$ cat src/rtl/vslc_loader_pkg.sv
// Shared types and constants for the VSLC serial program loader.
package vslc_loader_pkg;

  localparam int         BYTE_W    = 8;
  localparam logic [7:0] HDR_WRITE = 8'hA5;

  typedef enum logic [2:0] {
    IDLE,
    HDR,
    CNT,
    DATA,
    WRITE,
    CSUM,
    DONE,
    ERR
  } state_e;

endpackage

$ cat src/rtl/vslc_sync2.sv
// Parameterizable-width two-flop synchronizer with async active-high reset.
module vslc_sync2 #(
  parameter int               WIDTH   = 1,
  parameter logic [WIDTH-1:0] RST_VAL = '0
) (
  input  logic             clk,
  input  logic             rst,
  input  logic [WIDTH-1:0] d_i,
  output logic [WIDTH-1:0] q_o
);

  logic [WIDTH-1:0] meta_q, meta_d;
  logic [WIDTH-1:0] sync_q, sync_d;

  always_comb begin
    meta_d = d_i;
    sync_d = meta_q;
  end

  // NOTE: flops use non-blocking assignments so every stage samples the
  // pre-edge value of the previous one; blocking here would collapse the chain.
  always_ff @(posedge clk or posedge rst) begin
    if (rst) begin
      meta_q <= RST_VAL;
      sync_q <= RST_VAL;
    end else begin
      meta_q <= meta_d;
      sync_q <= sync_d;
    end
  end

  assign q_o = sync_q;

endmodule

$ cat src/rtl/vslc_prog_loader.sv
// Serial program loader: SPI mode-0 frames into program-memory writes.
// Optional miso echo of the previous byte under `VSLC_PROG_LOADER_ECHO_EN.
module vslc_prog_loader
  import vslc_loader_pkg::*;
#(
  parameter int ADDR_W = 8,
  parameter int WORD_W = 16
) (
  input  logic              clk,
  input  logic              rst,
  input  logic              sclk_i,
  input  logic              mosi_i,
  input  logic              cs_n_i,
  output logic              miso_o,
  output logic [ADDR_W-1:0] prog_addr_o,
  output logic [WORD_W-1:0] prog_data_o,
  output logic              prog_we_o,
  input  logic              prog_ready_i,
  output logic              core_hold_o,
  output logic              done_o,
  output logic              err_o
);

  localparam int         BPW      = WORD_W / BYTE_W;
  localparam logic [7:0] LAST_IDX = 8'(BPW - 1);

  // ---------------------------------------------------------------------------
  // Pin synchronization and edge detection
  // ---------------------------------------------------------------------------
  logic [2:0] pins_s;
  logic       sclk_s, mosi_s, cs_n_s;

  vslc_sync2 #(
    .WIDTH  (3),
    .RST_VAL(3'b001)
  ) u_sync (
    .clk (clk),
    .rst (rst),
    .d_i ({sclk_i, mosi_i, cs_n_i}),
    .q_o (pins_s)
  );

  assign sclk_s = pins_s[2];
  assign mosi_s = pins_s[1];
  assign cs_n_s = pins_s[0];

  logic sclk_prev_q, sclk_prev_d;
  logic cs_n_prev_q, cs_n_prev_d;
  logic sclk_rise, cs_fall, cs_rise;

  assign sclk_rise = sclk_s & ~sclk_prev_q;
  assign cs_fall   = ~cs_n_s & cs_n_prev_q;
  assign cs_rise   = cs_n_s & ~cs_n_prev_q;

  // ---------------------------------------------------------------------------
  // Byte receiver
  // ---------------------------------------------------------------------------
  logic [BYTE_W-2:0] shift_q, shift_d;
  logic [2:0]        bit_cnt_q, bit_cnt_d;
  logic              byte_done;
  logic [BYTE_W-1:0] rx_byte;

  assign rx_byte   = {shift_q, mosi_s};
  assign byte_done = ~cs_n_s & sclk_rise & (bit_cnt_q == 3'd7);

  // NOTE: every variable written in an always_comb gets a default first,
  // otherwise an unassigned path infers a latch.
  always_comb begin
    sclk_prev_d = sclk_s;
    cs_n_prev_d = cs_n_s;
    shift_d     = shift_q;
    bit_cnt_d   = bit_cnt_q;
    if (cs_n_s) begin
      bit_cnt_d = '0;
    end else if (sclk_rise) begin
      shift_d   = rx_byte[BYTE_W-2:0];
      bit_cnt_d = bit_cnt_q + 3'd1;
    end
  end

  always_ff @(posedge clk or posedge rst) begin
    if (rst) begin
      sclk_prev_q <= 1'b0;
      cs_n_prev_q <= 1'b1;
      shift_q     <= '0;
      bit_cnt_q   <= '0;
    end else begin
      sclk_prev_q <= sclk_prev_d;
      cs_n_prev_q <= cs_n_prev_d;
      shift_q     <= shift_d;
      bit_cnt_q   <= bit_cnt_d;
    end
  end

  // ---------------------------------------------------------------------------
  // Frame FSM
  // ---------------------------------------------------------------------------
  state_e state_q, state_d;

  logic [ADDR_W-1:0] addr_q, addr_d;
  logic [WORD_W-1:0] word_q, word_d;
  logic [7:0]        cnt_q, cnt_d;
  logic [7:0]        byte_idx_q, byte_idx_d;
  logic [7:0]        csum_q, csum_d;
  logic              pend_err_q, pend_err_d;
  logic              hold_q, hold_d;
  logic              done_q, done_d;
  logic              err_q, err_d;

  always_ff @(posedge clk or posedge rst) begin
    if (rst) state_q <= IDLE;
    else     state_q <= state_d;
  end

  always_comb begin
    state_d = state_q;
    unique case (state_q)
      IDLE: if (cs_fall) state_d = HDR;
      HDR: begin
        if (cs_rise)        state_d = ERR;
        else if (byte_done) state_d = (rx_byte == HDR_WRITE) ? CNT : ERR;
      end
      CNT: begin
        if (cs_rise)        state_d = ERR;
        else if (byte_done) state_d = (rx_byte == 8'h00) ? CSUM : DATA;
      end
      DATA: begin
        if (cs_rise)                                 state_d = ERR;
        else if (byte_done && byte_idx_q == LAST_IDX) state_d = WRITE;
      end
      WRITE: begin
        // Aborts seen while the write is pending take effect only on acceptance.
        if (prog_ready_i) begin
          if (pend_err_q || cs_rise || byte_done) state_d = ERR;
          else if (cnt_q == 8'd1)                 state_d = CSUM;
          else                                    state_d = DATA;
        end
      end
      CSUM: begin
        if (cs_rise)        state_d = ERR;
        else if (byte_done) state_d = (rx_byte == csum_q) ? DONE : ERR;
      end
      DONE, ERR: if (cs_n_s) state_d = IDLE;
      default: state_d = IDLE;
    endcase
  end

  always_comb begin
    addr_o_comb: begin
      prog_we_o   = (state_q == WRITE);
      prog_addr_o = addr_q;
      prog_data_o = word_q;
      core_hold_o = hold_q;
      done_o      = done_q;
      err_o       = err_q;
    end
  end

  // ---------------------------------------------------------------------------
  // Datapath registers
  // ---------------------------------------------------------------------------
  always_comb begin
    addr_d     = addr_q;
    word_d     = word_q;
    cnt_d      = cnt_q;
    byte_idx_d = byte_idx_q;
    csum_d     = csum_q;
    hold_d     = hold_q;
    done_d     = done_q;
    err_d      = err_q;
    pend_err_d = (state_q == WRITE) ? (pend_err_q | cs_rise | byte_done) : 1'b0;

    unique case (state_q)
      IDLE: begin
        if (cs_fall) begin
          addr_d     = '0;
          csum_d     = '0;
          byte_idx_d = '0;
          hold_d     = 1'b1;
          done_d     = 1'b0;
          err_d      = 1'b0;
        end
      end
      CNT: if (byte_done) cnt_d = rx_byte;
      DATA: begin
        if (byte_done) begin
          word_d     = (word_q << BYTE_W) | WORD_W'(rx_byte);
          csum_d     = csum_q ^ rx_byte;
          byte_idx_d = (byte_idx_q == LAST_IDX) ? 8'd0 : byte_idx_q + 8'd1;
        end
      end
      WRITE: begin
        if (prog_ready_i) begin
          addr_d = addr_q + 1'b1;
          cnt_d  = cnt_q - 8'd1;
        end
      end
      default: ;
    endcase

    if (state_d == DONE && state_q != DONE) done_d = 1'b1;
    if (state_d == ERR  && state_q != ERR)  err_d  = 1'b1;
    if (state_d == IDLE && state_q != IDLE) hold_d = 1'b0;
  end

  always_ff @(posedge clk or posedge rst) begin
    if (rst) begin
      addr_q     <= '0;
      word_q     <= '0;
      cnt_q      <= '0;
      byte_idx_q <= '0;
      csum_q     <= '0;
      pend_err_q <= 1'b0;
      hold_q     <= 1'b0;
      done_q     <= 1'b0;
      err_q      <= 1'b0;
    end else begin
      addr_q     <= addr_d;
      word_q     <= word_d;
      cnt_q      <= cnt_d;
      byte_idx_q <= byte_idx_d;
      csum_q     <= csum_d;
      pend_err_q <= pend_err_d;
      hold_q     <= hold_d;
      done_q     <= done_d;
      err_q      <= err_d;
    end
  end

  // ---------------------------------------------------------------------------
  // Optional miso echo
  // ---------------------------------------------------------------------------
`ifdef VSLC_PROG_LOADER_ECHO_EN
  logic              sclk_fall;
  logic [BYTE_W-1:0] last_q, last_d;
  logic [BYTE_W-1:0] tx_q, tx_d;

  assign sclk_fall = ~sclk_s & sclk_prev_q;

  // The falling edge after a byte boundary loads the byte just received so
  // its MSB is on the pin before the next rising edge.
  always_comb begin
    last_d = last_q;
    tx_d   = tx_q;
    if (byte_done) last_d = rx_byte;
    if (cs_fall) begin
      tx_d = '0;
    end else if (~cs_n_s && sclk_fall) begin
      tx_d = (bit_cnt_q == 3'd0) ? last_q : {tx_q[BYTE_W-2:0], 1'b0};
    end
  end

  always_ff @(posedge clk or posedge rst) begin
    if (rst) begin
      last_q <= '0;
      tx_q   <= '0;
    end else begin
      last_q <= last_d;
      tx_q   <= tx_d;
    end
  end

  assign miso_o = tx_q[BYTE_W-1];
`else
  assign miso_o = 1'b0;
`endif

endmodule
$ cat config.mk
export PLATFORM = sky130hd
export DESIGN_NAME = vslc_prog_loader
export DESIGN_NICKNAME = d
export VERILOG_FILES = /design/src/rtl/vslc_loader_pkg.sv /design/src/rtl/vslc_sync2.sv /design/src/rtl/vslc_prog_loader.sv
export SDC_FILE = /design/constraint.sdc
export NUM_CORES = 1
export LEC_CHECK = 0
export CORE_MARGIN = 3
export CORE_UTILIZATION = 35
export CTS_BUF_LIST = sky130_fd_sc_hd__clkbuf_4 sky130_fd_sc_hd__clkbuf_8
export DETAILED_ROUTE_END_ITERATION = 6
export PLACE_DENSITY_LB_ADDON = 0.2
export RECOVER_POWER = 25
export REMOVE_ABC_BUFFERS = 1
export SLEW_MARGIN = 20
export SYNTH_ARGS = -nofsm -noshare
export SYNTH_HDL_FRONTEND = slang
export SYNTH_SLANG_ARGS = --single-unit
$ cat constraint.sdc
create_clock -name clk -period 2.6 [get_ports clk]
set_clock_uncertainty 0.2 [all_clocks]
set_input_delay 0.26 -clock clk [delete_from_list [all_inputs] [get_ports clk]]
set_output_delay 0.26 -clock clk [all_outputs]
set_load 0.005 [all_outputs]
==> flow_results.xml, run 1 <==
<?xml version="1.0" encoding="UTF-8"?>
<metrics>
  <group name="synthesis">
    <metric name="yosysUniqueCellTypes" unit="">54</metric>
    <metric name="synth_flop_cell" unit="">sky130_fd_sc_hd__dfrtp_1</metric>
    <metric name="synth-compound-area-share" unit="%">13.6</metric>
    <metric name="synthesis.yosys.warnings" unit="">0</metric>
    <metric name="netlist_top_cells_area" unit="">sky130_fd_sc_hd__dfrtp_1, sky130_fd_sc_hd__mux2_2, sky130_fd_sc_hd__o21ai_0</metric>
    <metric name="muxShareOfSynthArea" unit="%">5.97</metric>
    <metric name="ys_async_rst_share" unit="%">100</metric>
    <metric name="post_synth_and_or_nand_nor_area_fraction" unit="%">18.0</metric>
    <metric name="count_of_flip_flops_with_a_built_in_enable_after_synthesis" unit="">0</metric>
    <metric name="synth_adder_area_share" unit="%">2.46</metric>
    <metric name="postSynthAreaPerCell" unit="um2">10.0</metric>
    <metric name="synthDominantAreaCellType" unit="">sky130_fd_sc_hd__dfrtp_1</metric>
    <metric name="synth_top_family_by_area" unit="">simple AND/OR/NAND/NOR gates</metric>
    <metric name="synth_top_cell_area_share" unit="%">49.1</metric>
    <metric name="synth_sequential_area_ratio" unit="%">51.4</metric>
    <metric name="xor_xnor_cell_area_share_of_the_yosys_netlist" unit="%">3.69</metric>
    <metric name="yosysMostFrequentCell" unit="">sky130_fd_sc_hd__dfrtp_1</metric>
    <metric name="synth.ff_latch_count" unit="">73</metric>
    <metric name="synth.cell_area" unit="mm2">0.00356</metric>
    <metric name="synthCells" unit="">355</metric>
    <metric name="synth_top_cells_by_count" unit="">sky130_fd_sc_hd__dfrtp_1, sky130_fd_sc_hd__o21ai_0, sky130_fd_sc_hd__nand2_1</metric>
  </group>
  <group name="drt">
    <metric name="average_wire_length_per_cell_after_detail_routing" unit="um">13.5</metric>
    <metric name="first_iter_violations" unit="">116</metric>
    <metric name="route.antenna.remaining_nets" unit="">0</metric>
    <metric name="detail_route.drc_violations" unit="">0</metric>
    <metric name="detailroute.via_count" unit="">2676</metric>
    <metric name="route.final.wire_length" unit="um">7220</metric>
    <metric name="post_drt_via_cell_ratio" unit="">5.01</metric>
    <metric name="drt_first_pass_iters" unit="">4</metric>
  </group>
  <group name="power_and_ir_drop">
    <metric name="power_per_cell_area" unit="mW/mm2">773</metric>
    <metric name="cellLeakagePower" unit="uW">0.00190</metric>
    <metric name="ir_drop" unit="uV">396</metric>
  </group>
  <group name="floorplanning">
    <metric name="chipWidth" unit="um">107</metric>
    <metric name="row_count" unit="">36</metric>
    <metric name="floorplan.initialDensity" unit="%">36.3</metric>
    <metric name="io-pin-count" unit="">35</metric>
    <metric name="core_area" unit="mm2">0.00982</metric>
    <metric name="die_y_extent" unit="um">107</metric>
    <metric name="fp.dieArea" unit="mm2">0.0114</metric>
  </group>
  <group name="clock_network">
    <metric name="cts-hold-fix-buffers" unit="">0</metric>
    <metric name="cts_htree_levels" unit="">3</metric>
    <metric name="number_of_buffers_inserted_during_clock_tree_synthesis" unit="">9</metric>
    <metric name="clock_latency" unit="ns">0.35</metric>
    <metric name="root_buffer" unit="">sky130_fd_sc_hd__clkbuf_8</metric>
    <metric name="clkSinkCount" unit="">73</metric>
    <metric name="max-clock-path-buffers" unit="">2</metric>
    <metric name="cts_tree" unit="">done</metric>
    <metric name="clkSlewWorstSetupHoldPaths" unit="ns">0.07</metric>
  </group>
  <group name="critical_path">
    <metric name="cp.required" unit="ns">2.63</metric>
    <metric name="critPathArrivalTime" unit="ns">2.59</metric>
    <metric name="crit_path_start_kind" unit="">flop</metric>
    <metric name="criticalPathCategory" unit="">flop to flop</metric>
    <metric name="endpoint_kind" unit="">flop</metric>
    <metric name="timing.critical_path.fanout_max" unit="">3</metric>
    <metric name="reg2reg_depth" unit="">8</metric>
  </group>
  <group name="sta">
    <metric name="timing_max_transition_violations_final" unit="">0</metric>
    <metric name="setup_slack" unit="ns">0.0369</metric>
    <metric name="grt_setup_unrepaired" unit="">yes</metric>
    <metric name="finalWorstPathRequiredPeriod" unit="ns">2.56</metric>
    <metric name="max_clock_freq" unit="MHz">390</metric>
    <metric name="normalized_max_slew_margin" unit="%">38.6</metric>
    <metric name="final_hold_viol_count" unit="">0</metric>
    <metric name="finalSetupViolations" unit="">0</metric>
    <metric name="max_slew.worst_pin.slew" unit="ns">0.921</metric>
    <metric name="tns" unit="ns">0</metric>
    <metric name="period_share" unit="%">98.6</metric>
  </group>
  <group name="placed_design">
    <metric name="place.detailed.hpwl" unit="um">5100</metric>
    <metric name="place.port_buffers" unit="">33</metric>
    <metric name="place.gp.congestion" unit="">0.808</metric>
    <metric name="placement.setup.worst_slack" unit="ns">0.0752</metric>
  </group>
  <group name="job">
    <metric name="max-cap-violations" unit="">0</metric>
  </group>
  <group name="global_routing">
    <metric name="grt_start_max_net_pins" unit="">36</metric>
    <metric name="antenna_found_initial" unit="">0</metric>
    <metric name="grt_pass1_wl" unit="um">12400</metric>
    <metric name="via_count_of_the_first_global_routing_pass" unit="">2609</metric>
    <metric name="grt_util_all_layers" unit="%">13.5</metric>
    <metric name="globalRoute.totalOverflow" unit="">0</metric>
  </group>
  <group name="cells_and_area">
    <metric name="post_route_cells_drive_above_1_share" unit="%">15.7</metric>
    <metric name="layout.filler_cells" unit="">966</metric>
    <metric name="nets_final" unit="">410</metric>
    <metric name="insertedDiodeCount" unit="">0</metric>
    <metric name="area_growth_syn_to_fin" unit="%">19.4</metric>
  </group>
  <group name="worst_hold_path">
    <metric name="worstHoldPathType" unit="">flop to flop</metric>
    <metric name="whs_path_depth" unit="">0</metric>
  </group>
  <group name="run_status">
    <metric name="status" unit="">completed</metric>
  </group>
</metrics>
## cell usage in the layout (no fill, tap or decap), types with 5 or more instances in the layout
| cell type | n |
|---|---|
| sky130_fd_sc_hd__dfrtp_1 | 70 |
| sky130_fd_sc_hd__o21ai_0 | 38 |
| sky130_fd_sc_hd__nand2_1 | 30 |
| sky130_fd_sc_hd__clkdlybuf4s50_1 | 29 |
| sky130_fd_sc_hd__nor2_1 | 27 |
| sky130_fd_sc_hd__a21oi_1 | 22 |
| sky130_fd_sc_hd__mux2_2 | 18 |
| sky130_fd_sc_hd__inv_1 | 16 |
| sky130_fd_sc_hd__buf_4 | 16 |
| sky130_fd_sc_hd__xor2_1 | 13 |
| sky130_fd_sc_hd__clkbuf_8 | 10 |
| sky130_fd_sc_hd__nor3b_1 | 9 |
| sky130_fd_sc_hd__nand3_1 | 8 |
| sky130_fd_sc_hd__nor3_1 | 7 |
| sky130_fd_sc_hd__ha_1 | 7 |
| sky130_fd_sc_hd__nand2b_1 | 5 |
| sky130_fd_sc_hd__nor4_1 | 5 |
## worst paths after layout
check | slack [ns] | from | endpoint
max | 0.04 | bit_cnt_q[0]$_DFFE_PP0P_ | err_o$_DFFE_PP0P_
min | 0.16 | u_sync.meta_q[1]$_DFF_PP0_ | u_sync.q_o[1]$_DFF_PP0_
max reg2reg | 0.04 | bit_cnt_q[0]$_DFFE_PP0P_ | err_o$_DFFE_PP0P_
min reg2reg | 0.16 | u_sync.meta_q[1]$_DFF_PP0_ | u_sync.q_o[1]$_DFF_PP0_
max in group asynchronous | 0.44 | rst | cnt_q[4]$_DFFE_PP0P_
min in group asynchronous | 0.36 | rst | byte_idx_q[4]$_DFFE_PP0P_
## power by group
part / internal [uW] / leakage (uW) / total (uW) / switching, uW
Clock: 365 / 0.0000919 / 775 / 410
Sequential: 1300 / 0.000968 / 1510 / 213
Combinational: 466 / 0.000838 / 1000 / 535
## sequential cells by signal, indices dropped and copies added, names as in the netlist
signal,count
shift_q,7
byte_idx_q,8
prog_addr_o,8
pend_err_q,1
core_hold_o,1
cnt_q,8
u_sync.q_o,3
sclk_prev_q,1
state_q,3
done_o,1
bit_cnt_q,3
err_o,1
csum_q,8
prog_data_o,16
cs_n_prev_q,1
u_sync.meta_q,3
## what timing repair did
action	CTS	global route
resized for setup	0	1
endpoints found under the setup margin	0	3
setup buffers	0	0
## cell families (layout without fill, tap and decap cells)
group,after synthesis,count (layout)
adders and majority gates,7,7
muxes,19,19
buffers and inverters,35,81
and+or+nand+nor,121,121
xor gates and xnor gates,15,15
AOI/OAI and AO/OA,84,84
other,1,1
DFF,73,73
## stage by stage
| stage | utilization, % | hold slack, ns | cells | total power, uW | instance area, um2 |
|---|---|---|---|---|---|
| 2_1_floorplan | - | 0.0645 | 336 | 2120 | 3450 |
| 3_3_place_gp | 41.7 | 0.134 | 519 | 2530 | 4100 |
| 3_5_place_dp | 41.7 | 0.141 | 519 | 2540 | 4100 |
| 4_1_cts | 43.5 | 0.0899 | 534 | 3330 | 4270 |
| 5_1_grt | 43.3 | 0.167 | 534 | 3530 | 4260 |
| 6_report | 43.3 | 0.156 | 534 | 3290 | 4260 |
## layer usage
| metal | vias up | GRT usage, % | routed length, um |
|---|---|---|---|
| li1 | 1317 | - | - |
| met1 | 1302 | 18.1 | 3550 |
| met2 | 45 | 21.5 | 3310 |
| met3 | 12 | 3.13 | 251 |
| met4 | 0 | 4.93 | 113 |
| met5 | - | 0 | 0 |
## critical path, stage by stage, from the launching register on
cell	delay [ns]
sky130_fd_sc_hd__dfrtp_1	0.40
sky130_fd_sc_hd__ha_1	0.21
sky130_fd_sc_hd__ha_1	0.16
sky130_fd_sc_hd__nor4bb_2	0.18
sky130_fd_sc_hd__nor3_1	0.25
sky130_fd_sc_hd__a31oi_1	0.12
sky130_fd_sc_hd__or4_4	0.54
sky130_fd_sc_hd__and2_1	0.15
sky130_fd_sc_hd__a32o_1	0.23
## final cells by class
class,count,area [um2],area share [%]
Timing Repair Buffer,50,455,10.7
Clock buffer,10,138,3.23
Inverter,16,60.1,1.41
Tap cell,133,166,3.91
Sequential cell,73,1830,43.0
Clock inverter,5,32.5,0.764
Multi-Input combinational cell,247,1570,37.0
Power figures use the tool's default switching activity.
==> inputs of run 2 (changes only) <==
ABC_CLOCK_PERIOD_IN_PS = 2600   (was default)
==> results of run 2 <==
Same layout as run 1: the final DEF is identical, and so are final timing and power.
